==> config.mk <==
export PLATFORM = sky130hd
export DESIGN_NAME = mem_stage_flat
export DESIGN_NICKNAME = d
export VERILOG_FILES = /design/src/rtl/mem_stage_if.sv /design/src/rtl/mem_stage.sv /design/src/flat_wrapper.sv
export SDC_FILE = /design/constraint.sdc
export NUM_CORES = 1
export LEC_CHECK = 0
export ABC_CLOCK_PERIOD_IN_PS = 2400
export CAP_MARGIN = 10
export CELL_PAD_IN_SITES_DETAIL_PLACEMENT = 1
export CELL_PAD_IN_SITES_GLOBAL_PLACEMENT = 1
export CORE_AREA = 2 2 169 171
export DETAILED_ROUTE_END_ITERATION = 12
export DIE_AREA = 0 0 171 173
export PLACE_DENSITY = 0.86
export SETUP_SLACK_MARGIN = 0.05
export SLEW_MARGIN = 0
export SYNTH_ARGS = -nofsm -noshare
export SYNTH_HDL_FRONTEND = slang
export SYNTH_SLANG_ARGS = --single-unit
==> constraint.sdc <==
create_clock -name clk -period 2.4 [get_ports clk]
set_input_delay 0.36 -clock clk [delete_from_list [all_inputs] [get_ports clk]]
set_output_delay 0.36 -clock clk [all_outputs]
set_load 0.01 [all_outputs]
==> src/rtl/mem_stage_if.sv <==
// EX -> MS handshake and payload bundle. EX drives the instruction
// fields and es_to_ms_valid; MS answers with ms_allowin.
interface mem_stage_if #(
  parameter int EX_W = 81
);
  logic            es_to_ms_valid;
  logic            ms_allowin;
  logic [31:0]     es_pc;
  logic [31:0]     es_res;
  logic [4:0]      es_rf_waddr;
  logic            es_rf_we;
  logic            es_res_from_mem;
  logic [4:0]      es_ld_op;
  logic            es_mem_req;
  logic            es_csr_re;
  logic [EX_W-1:0] es_ex_zip;

  modport master (
    output es_to_ms_valid, es_pc, es_res, es_rf_waddr, es_rf_we,
           es_res_from_mem, es_ld_op, es_mem_req, es_csr_re, es_ex_zip,
    input  ms_allowin
  );

  modport slave (
    input  es_to_ms_valid, es_pc, es_res, es_rf_waddr, es_rf_we,
           es_res_from_mem, es_ld_op, es_mem_req, es_csr_re, es_ex_zip,
    output ms_allowin
  );
endinterface

==> src/rtl/mem_stage.sv <==
// Memory-access stage of the 5-stage LoongArch pipeline (EX -> MS -> WB).
// Holds one instruction, waits for the data-SRAM response of a load/store
// issued in EX, aligns and extends load data, and hands the result to WB.
// A response that arrives while WB is stalled is parked in rdata_buf, and
// the response belonging to a flushed instruction is swallowed via discard.
module mem_stage #(
  parameter int EX_W = 81
) (
  input  logic            clk,
  input  logic            resetn,
  mem_stage_if.slave      es_bus,
  input  logic            data_sram_data_ok,
  input  logic [31:0]     data_sram_rdata,
  input  logic            ws_allowin,
  input  logic            wb_ex,
  input  logic            ertn_flush,
  output logic            ms_to_ws_valid,
  output logic [31:0]     ms_pc,
  output logic [31:0]     ms_rf_wdata,
  output logic [4:0]      ms_rf_waddr,
  output logic            ms_rf_we,
  output logic            ms_csr_re,
  output logic [EX_W-1:0] ms_ex_zip,
  output logic            ms_fwd_we,
  output logic [4:0]      ms_fwd_waddr,
  output logic [31:0]     ms_fwd_wdata,
  output logic            ms_fwd_blk,
  output logic            ms_ex_to_es
);

  logic        ms_valid;
  logic [31:0] ms_res;
  logic        ms_res_from_mem;
  logic [4:0]  ms_ld_op;
  logic        ms_mem_req;
  logic [31:0] rdata_buf;
  logic        buf_valid;
  logic        discard;

  logic        flush;
  logic        data_ok_eff;
  logic        wait_data;
  logic        ms_ready_go;
  logic        ms_allowin;
  logic        ms_leave;
  logic        ms_load;
  logic [31:0] load_word;
  logic [7:0]  load_byte;
  logic [15:0] load_half;
  logic [31:0] ld_data;

  // Handshake: a strobe owed to a flushed instruction never satisfies the wait.
  always_comb begin
    flush          = wb_ex | ertn_flush;
    data_ok_eff    = data_sram_data_ok & ~discard;
    wait_data      = ms_valid & ms_mem_req & ~buf_valid;
    ms_ready_go    = ~wait_data | data_ok_eff;
    ms_allowin     = ~ms_valid | (ms_ready_go & ws_allowin);
    ms_to_ws_valid = ms_valid & ms_ready_go;
    ms_leave       = ms_to_ws_valid & ws_allowin;
    ms_load        = es_bus.es_to_ms_valid & ms_allowin & ~flush;
  end

  assign es_bus.ms_allowin = ms_allowin;

  // Load alignment: pick byte/half by address offset, then sign or zero extend
  // according to the one-hot load type {ld.hu,ld.bu,ld.w,ld.h,ld.b}.
  always_comb begin
    load_word = buf_valid ? rdata_buf : data_sram_rdata;
    case (ms_res[1:0])
      2'd0:    load_byte = load_word[7:0];
      2'd1:    load_byte = load_word[15:8];
      2'd2:    load_byte = load_word[23:16];
      default: load_byte = load_word[31:24];
    endcase
    load_half = ms_res[1] ? load_word[31:16] : load_word[15:0];
    ld_data = ({32{ms_ld_op[0]}} & {{24{load_byte[7]}}, load_byte})
            | ({32{ms_ld_op[1]}} & {{16{load_half[15]}}, load_half})
            | ({32{ms_ld_op[2]}} & load_word)
            | ({32{ms_ld_op[3]}} & {24'd0, load_byte})
            | ({32{ms_ld_op[4]}} & {16'd0, load_half});
    ms_rf_wdata = ms_res_from_mem ? ld_data : ms_res;
  end

  // Bypass/stall info for ID and exception-pending flag for EX.
  always_comb begin
    ms_fwd_we    = ms_valid & ms_rf_we;
    ms_fwd_waddr = ms_rf_waddr;
    ms_fwd_wdata = ms_rf_wdata;
    ms_fwd_blk   = ms_valid & ms_rf_we & ((ms_res_from_mem & ~ms_ready_go) | ms_csr_re);
    ms_ex_to_es  = ms_valid & (ms_ex_zip[1] | ms_ex_zip[0]);
  end

  // Stage occupancy: flush wins, otherwise refill whenever the slot frees up.
  always_ff @(posedge clk or negedge resetn) begin
    if (!resetn) begin
      ms_valid <= 1'b0;
    end else if (flush) begin
      ms_valid <= 1'b0;
    end else if (ms_allowin) begin
      ms_valid <= es_bus.es_to_ms_valid;
    end
  end

  // Payload capture from EX, held while the instruction sits in MS.
  always_ff @(posedge clk or negedge resetn) begin
    if (!resetn) begin
      ms_pc           <= 32'd0;
      ms_res          <= 32'd0;
      ms_rf_waddr     <= 5'd0;
      ms_rf_we        <= 1'b0;
      ms_res_from_mem <= 1'b0;
      ms_ld_op        <= 5'd0;
      ms_mem_req      <= 1'b0;
      ms_csr_re       <= 1'b0;
      ms_ex_zip       <= '0;
    end else if (ms_load) begin
      ms_pc           <= es_bus.es_pc;
      ms_res          <= es_bus.es_res;
      ms_rf_waddr     <= es_bus.es_rf_waddr;
      ms_rf_we        <= es_bus.es_rf_we;
      ms_res_from_mem <= es_bus.es_res_from_mem;
      ms_ld_op        <= es_bus.es_ld_op;
      ms_mem_req      <= es_bus.es_mem_req;
      ms_csr_re       <= es_bus.es_csr_re;
      ms_ex_zip       <= es_bus.es_ex_zip;
    end
  end

  // Park response data that arrives while WB cannot take the instruction.
  always_ff @(posedge clk or negedge resetn) begin
    if (!resetn) begin
      rdata_buf <= 32'd0;
      buf_valid <= 1'b0;
    end else if (flush || ms_leave) begin
      buf_valid <= 1'b0;
    end else if (wait_data && data_ok_eff && !ws_allowin) begin
      rdata_buf <= data_sram_rdata;
      buf_valid <= 1'b1;
    end
  end

  // Remember that a flushed load still has a response in flight; setting
  // takes priority so a flush during a discarded strobe re-arms for the
  // newer outstanding request.
  always_ff @(posedge clk or negedge resetn) begin
    if (!resetn) begin
      discard <= 1'b0;
    end else if (flush && wait_data && !data_ok_eff) begin
      discard <= 1'b1;
    end else if (data_sram_data_ok && discard) begin
      discard <= 1'b0;
    end
  end

endmodule

==> src/flat_wrapper.sv <==
// flat-port wrapper written by rule: the top's interface ports become plain ports
module mem_stage_flat 
#(
  parameter int EX_W = 81
)
  (clk, resetn, data_sram_data_ok, data_sram_rdata, ws_allowin, wb_ex, ertn_flush, ms_to_ws_valid, ms_pc, ms_rf_wdata, ms_rf_waddr, ms_rf_we, ms_csr_re, ms_ex_zip, ms_fwd_we, ms_fwd_waddr, ms_fwd_wdata, ms_fwd_blk, ms_ex_to_es, es_bus_es_to_ms_valid, es_bus_es_pc, es_bus_es_res, es_bus_es_rf_waddr, es_bus_es_rf_we, es_bus_es_res_from_mem, es_bus_es_ld_op, es_bus_es_mem_req, es_bus_es_csr_re, es_bus_es_ex_zip, es_bus_ms_allowin);
  mem_stage_if #(.EX_W(EX_W)) es_bus_i ();
  input  logic clk;
  input  logic resetn;
  input  logic data_sram_data_ok;
  input  logic [31:0] data_sram_rdata;
  input  logic ws_allowin;
  input  logic wb_ex;
  input  logic ertn_flush;
  output logic ms_to_ws_valid;
  output logic [31:0] ms_pc;
  output logic [31:0] ms_rf_wdata;
  output logic [4:0] ms_rf_waddr;
  output logic ms_rf_we;
  output logic ms_csr_re;
  output logic [EX_W-1:0] ms_ex_zip;
  output logic ms_fwd_we;
  output logic [4:0] ms_fwd_waddr;
  output logic [31:0] ms_fwd_wdata;
  output logic ms_fwd_blk;
  output logic ms_ex_to_es;
  input wire logic [$bits(es_bus_i.es_to_ms_valid)-1:0] es_bus_es_to_ms_valid;
  input wire logic [$bits(es_bus_i.es_pc)-1:0] es_bus_es_pc;
  input wire logic [$bits(es_bus_i.es_res)-1:0] es_bus_es_res;
  input wire logic [$bits(es_bus_i.es_rf_waddr)-1:0] es_bus_es_rf_waddr;
  input wire logic [$bits(es_bus_i.es_rf_we)-1:0] es_bus_es_rf_we;
  input wire logic [$bits(es_bus_i.es_res_from_mem)-1:0] es_bus_es_res_from_mem;
  input wire logic [$bits(es_bus_i.es_ld_op)-1:0] es_bus_es_ld_op;
  input wire logic [$bits(es_bus_i.es_mem_req)-1:0] es_bus_es_mem_req;
  input wire logic [$bits(es_bus_i.es_csr_re)-1:0] es_bus_es_csr_re;
  input wire logic [$bits(es_bus_i.es_ex_zip)-1:0] es_bus_es_ex_zip;
  output wire logic [$bits(es_bus_i.ms_allowin)-1:0] es_bus_ms_allowin;
  assign es_bus_i.es_to_ms_valid = es_bus_es_to_ms_valid;
  assign es_bus_i.es_pc = es_bus_es_pc;
  assign es_bus_i.es_res = es_bus_es_res;
  assign es_bus_i.es_rf_waddr = es_bus_es_rf_waddr;
  assign es_bus_i.es_rf_we = es_bus_es_rf_we;
  assign es_bus_i.es_res_from_mem = es_bus_es_res_from_mem;
  assign es_bus_i.es_ld_op = es_bus_es_ld_op;
  assign es_bus_i.es_mem_req = es_bus_es_mem_req;
  assign es_bus_i.es_csr_re = es_bus_es_csr_re;
  assign es_bus_i.es_ex_zip = es_bus_es_ex_zip;
  assign es_bus_ms_allowin = es_bus_i.ms_allowin;
  mem_stage #(.EX_W(EX_W)) u_core (.clk(clk), .resetn(resetn), .es_bus(es_bus_i), .data_sram_data_ok(data_sram_data_ok), .data_sram_rdata(data_sram_rdata), .ws_allowin(ws_allowin), .wb_ex(wb_ex), .ertn_flush(ertn_flush), .ms_to_ws_valid(ms_to_ws_valid), .ms_pc(ms_pc), .ms_rf_wdata(ms_rf_wdata), .ms_rf_waddr(ms_rf_waddr), .ms_rf_we(ms_rf_we), .ms_csr_re(ms_csr_re), .ms_ex_zip(ms_ex_zip), .ms_fwd_we(ms_fwd_we), .ms_fwd_waddr(ms_fwd_waddr), .ms_fwd_wdata(ms_fwd_wdata), .ms_fwd_blk(ms_fwd_blk), .ms_ex_to_es(ms_ex_to_es));
endmodule
==> After elaboration in Yosys (flattened, before gate mapping) <==
Cells that the tools add are included.
{ "op_classes": {"eq_ne": 2, "muxes": 10, "n_bitwise": 33, "n_reduce_logical": 13} }
{ "op_table": {"columns": ["cell", "n"], "rows": [
  ["OR 32 bit", 4],
  ["AND 32 bit", 3],
  ["2-to-1 mux 32 bit", 2],
  ["AND 32 x 16 -> 32 bit", 1],
  ["AND 32 x 8 -> 32 bit", 1],
  ["case mux 8 bit (3 select lines)", 1],
  ["2-to-1 mux 16 bit", 1],
  ["AND 1 bit", 12],
  ["NOT 1 bit", 7],
  ["2-to-1 mux 1 bit", 6],
  ["nonzero test 2 bit", 3],
  ["logical AND 1 bit", 5],
  ["OR 1 bit", 5],
  ["equality test 2 x 1 -> 1 bit (second input constant)", 1],
  ["equality test 2 bit (second input constant)", 1],
  ["zero test 1 bit", 2],
  ["zero test 2 bit", 1],
  ["AND reduction 2 bit", 1],
  ["logical OR 1 bit", 1]
]} }
{ "word_totals": {"regBits": 194, "out_inout_bits": 194, "word_cells": 71} }

==> Depth between registers and ports, before layout <==
{ "depth": {"word_depth": 9, "depth_mapped": 7} }

==> Least setup slack after synthesis <==
Ideal clock, no wire load.
{ "synth_path": {"kind": "register to output", "startpoint": "reg u_core.buf_valid", "endpoint": "out ms_rf_wdata[20]", "arrival_ns": 1.971, "path_slack_ns": 0.069, "stages_incl_launch_ff": 8, "n_path_buf": 3, "cell_sequence": "dfrtp_1 buf_6 mux4_2 and2_4 a311oi_4 buf_6 a21oi_1 buf_4"} }
{ "synth_between": {"elab_chain_len": 8, "elab_cells_between_ends": 11, "classes_between": "mux: 4; bitwise: 7"} }
{ "synth_lines": {"columns": ["item", "line", "source"], "rows": [
  ["start: declaration", "mem_stage.sv:37", "logic buf_valid;"],
  ["start signal: assignment", "mem_stage.sv:134", "buf_valid <= 1'b0;"],
  ["start signal: assignment", "mem_stage.sv:136", "buf_valid <= 1'b0;"],
  ["start signal: assignment", "mem_stage.sv:139", "buf_valid <= 1'b1;"],
  ["2-to-1 mux 32 bit (*)", "mem_stage.sv:69", "load_word = buf_valid ? rdata_buf : data_sram_rdata;"],
  ["case mux 8 bit (3 select lines) / 2-to-1 mux 16 bit (equally long branches)", "mem_stage.sv:70, mem_stage.sv:76", null],
  ["AND 32 bit, on equally long branches", "mem_stage.sv:77, mem_stage.sv:78", null],
  ["OR 32 bit", "mem_stage.sv:78", "| ({32{ms_ld_op[1]}} & {{16{load_half[15]}}, load_half})"],
  ["OR 32 bit (*)", "mem_stage.sv:79", "| ({32{ms_ld_op[2]}} & load_word)"],
  ["OR 32 bit (*)", "mem_stage.sv:80", "| ({32{ms_ld_op[3]}} & {24'd0, load_byte})"],
  ["OR 32 bit (*)", "mem_stage.sv:81", "| ({32{ms_ld_op[4]}} & {16'd0, load_half});"],
  ["2-to-1 mux 32 bit (*)", "mem_stage.sv:82", "ms_rf_wdata = ms_res_from_mem ? ld_data : ms_res;"],
  ["end: declaration", "flat_wrapper.sv:17", "output logic [31:0] ms_rf_wdata;"]
]} }
Mark *: on every way between the ends. The rest lies on a longest branch, timed or not.

==> Worst setup path in the final report <==
{ "layout_path": {"startpoint": "reg u_core.buf_valid", "endpoint": "out ms_fwd_wdata[30]"} }
{ "layout_between": {"elab_chain_len": 8, "elab_cells_between_ends": 11, "classes_between": "mux: 4; bitwise: 7"} }
{ "layout_lines": {"columns": ["item", "line", "source"], "rows": [
  ["2-to-1 mux 32 bit (*)", "mem_stage.sv:69", null],
  ["case mux 8 bit (3 select lines) / 2-to-1 mux 16 bit (equally long branches)", "mem_stage.sv:70, mem_stage.sv:76", null],
  ["AND 32 bit, on equally long branches", "mem_stage.sv:77, mem_stage.sv:78", null],
  ["OR 32 bit", "mem_stage.sv:78", null],
  ["OR 32 bit (*)", "mem_stage.sv:79", null],
  ["OR 32 bit (*)", "mem_stage.sv:80", null],
  ["OR 32 bit (*)", "mem_stage.sv:81", null],
  ["2-to-1 mux 32 bit (*)", "mem_stage.sv:82", null],
  ["end: declaration", "flat_wrapper.sv:24", "output logic [31:0] ms_fwd_wdata;"]
]} }
Marks and branches as above.

==> results.toml <==
[clock_network]
clock-sinks = 194
max-clock-path-buffers = 2
ctsRootBufferMaster = "clkbuf_16"
cts_buffers = 17
path_clk_slew_ns = 0.08
cts_tree = "done"
htreeDepth = 4
insertion_delay_ns = 0.44

[timing]
drv_slew = 0
fmax_mhz = 343
rsz0062_at_grt = "true"
hold_viol = 0
final-setup-viol-count = 64
fin_setup_tns_ns = -27.38
period_minus_slack_ns = 2.91
finalClockSkew_ns = 0.0138
max_slew_margin = 0.503
worst_slew_pin_slew_ns = 0.746
post-route-period-util = 1.21
setup_ws_ns = -0.514

[yosys]
synth_warnings = 0
synth-seq-cells = 194
async_flop_share = 1.00
synth_most_common_cell = "mux2_2"
yosys_most_used_dff = "dfrtp_1"
netlist_area_sq_um = 8710
ys_seq_area_frac = 0.557
yosysTopAreaCell = "dfrtp_1"
synth-edff-count = 0
yosys-top-cells-area = "dfrtp_1, mux2_2, buf_4"
yosys-top-cells-count = "mux2_2, dfrtp_1, buf_4"
ys_types = 39
yosysTopAreaCellShare = 0.557
syn_nets = 837
netlist_instances = 639
avgSynthCellArea_sq_um = 13.6

[route]
wire_per_inst_um = 23.9
firstDrtPassIters = 4
ant_nets = 0
drc = 0
drtIter0Drc = 293
vias = 7050
vias_per_cell = 4.86
wl_um = 34700

[grt]
grt_pass1_vias = 8025
grt-ovfl-total = 0
grt_usage = 0.221
grt_pass1_wl_um = 49000
antenna_found_initial = 7
grt_max_degree = 64

[min_path]
min-delay-path-class = "in2async"

[die]
coreArea_sq_um = 27600
ios = 392
initial_utilization = 0.315
die_w_um = 171
dieHeight_um = 173
dieArea_sq_um = 29600
rows = 61

[status]
outcome = "finished, violations left"
failed_checks = "setup timing"

[final_layout]
final_util = 0.530
layout-drive-gt1-share = 0.426
nets = 1255
syn_to_final_growth_pct = 68.0

[power]
ir_drop_uv = 455
power.leakage_nw = 6.16
p_per_area_nw_per_um2 = 808

[critical_path]
crit_fanout = 5
crit_required_ns = 2.04
cp-start-kind = "flop"
endpoint_kind = "primary output"
crit_type = "reg2out"
critPathArrivalTime_ns = 2.55

[placed_design]
place.gp.congestion = 0.772
dp_hpwl_um = 23700
numPortBuffers = 391

[flow_run]
cap_violations = 0
-- registers in the layout (all words and copies together) (netlist names), 5 cells and up --
| name | count |
|---|---|
| u_core.ms_ld_op | 5 |
| u_core.rdata_buf | 32 |
| u_core.ms_pc | 32 |
| u_core.ms_fwd_waddr | 5 |
| u_core.ms_ex_zip | 81 |
| u_core.ms_res | 32 |
-- cell usage in the layout (no fill, tap or decap), drive strengths merged, types with 5 or more instances in the layout --
cell type / n
clkdlybuf4s50: 323
mux2: 222
dfrtp: 194
buf: 139
nor2: 35
a21oi: 29
clkbuf: 23
nand2: 19
inv: 14
a221oi: 13
mux2i: 8
o21ai: 5
-- final cells by class --
type                            count  area, sq um
Antenna cell                        3         7.51
Clock buffer                       17          425
Clock inverter                     15          160
Fill cell                        2814        13000
Inverter                            4         15.0
Multi-Input combinational cell    368         3980
Sequential cell                   194         4860
Tap cell                          378          473
Timing Repair Buffer              472         4720
-- critical path: stages (launching register included) --
cell	delay, ns
dfrtp_4	0.55
buf_12	0.15
mux4_2	0.42
and2_4	0.16
a311oi_4	0.22
buf_4	0.18
buf_6	0.11
buf_8	0.12
a21oi_4	0.07
buf_6	0.14
-- per-layer routing --
| metal | vias to the layer above | track usage | share of wire | wire length, um |
|---|---|---|---|---|
| li1 | 3091 | - | - | - |
| met1 | 3608 | 0.227 | 0.34 | 11900 |
| met2 | 288 | 0.409 | 0.55 | 19100 |
| met3 | 57 | 0.0764 | 0.079 | 2730 |
| met4 | 6 | 0.0823 | 0.029 | 1020 |
| met5 | - | 0 | 0.00092 | 32 |
-- cells by family (layout without fill, tap and decap cells) --
family                 Yosys count  after routing  share of synthesized area
multiplexers                   231            231                      0.299
flip-flops                     194            194                      0.557
buffers and inverters           77            508                     0.0540
AND/OR/NAND/NOR                 71             71                     0.0392
AO/OA/AOI/OAI                   66             66                     0.0508
other                            0              3                          0
-- where the power goes --
group          switching, W  total, W  internal [W]  leakage (nW)
Clock               0.00145   0.00294       0.00149         0.287
Combinational       0.00202   0.00461       0.00259          3.52
Sequential         0.000399   0.00427       0.00387          2.36
-- stage by stage --
step / hold WS [ns] / setup WS, ns / cell area [sq um] / power, W / instances
3_5_place_dp: 0.357 / -0.647 / 13200 / 0.00851 / 1387
6_report: 0.508 / -0.514 / 14600 / 0.0118 / 1451
2_1_floorplan: 0.0644 / 0.0686 / 8710 / 0.00604 / 639
4_1_cts: 0.450 / -0.517 / 14100 / 0.0115 / 1436
3_3_place_gp: 0.351 / -0.571 / 13200 / 0.00833 / 1387
5_1_grt: 0.513 / -0.588 / 14600 / 0.0123 / 1451
-- path summary, 6_finish.rpt --
| kind | start | end | slack [ns] | cells after the start |
|---|---|---|---|---|
| max | u_core.buf_valid | ms_fwd_wdata[30] | -0.51 | 9 |
| min | resetn | u_core.ms_res[20] | 0.51 | 2 |
| max reg2reg | u_core.buf_valid | u_core.ms_res[21] | 0.06 | 10 |
| min reg2reg | u_core.rdata_buf[26] | u_core.rdata_buf[26] | 0.51 | 1 |
| max in group asynchronous | resetn | u_core.ms_pc[28] | 1.03 | 3 |
| min in group clk | u_core.rdata_buf[26] | u_core.rdata_buf[26] | 0.51 | 1 |
-- what timing repair did --
action                     CTS  global route
hold endpoints to repair    45             0
cloned                       1             6
gates resized for setup    344            89
setup endpoints to repair   67           145
setup buffers               16             9
hold buffers                 1             0
pin swaps                   27            12
No activity file was read; power rests on OpenSTA's default activity.
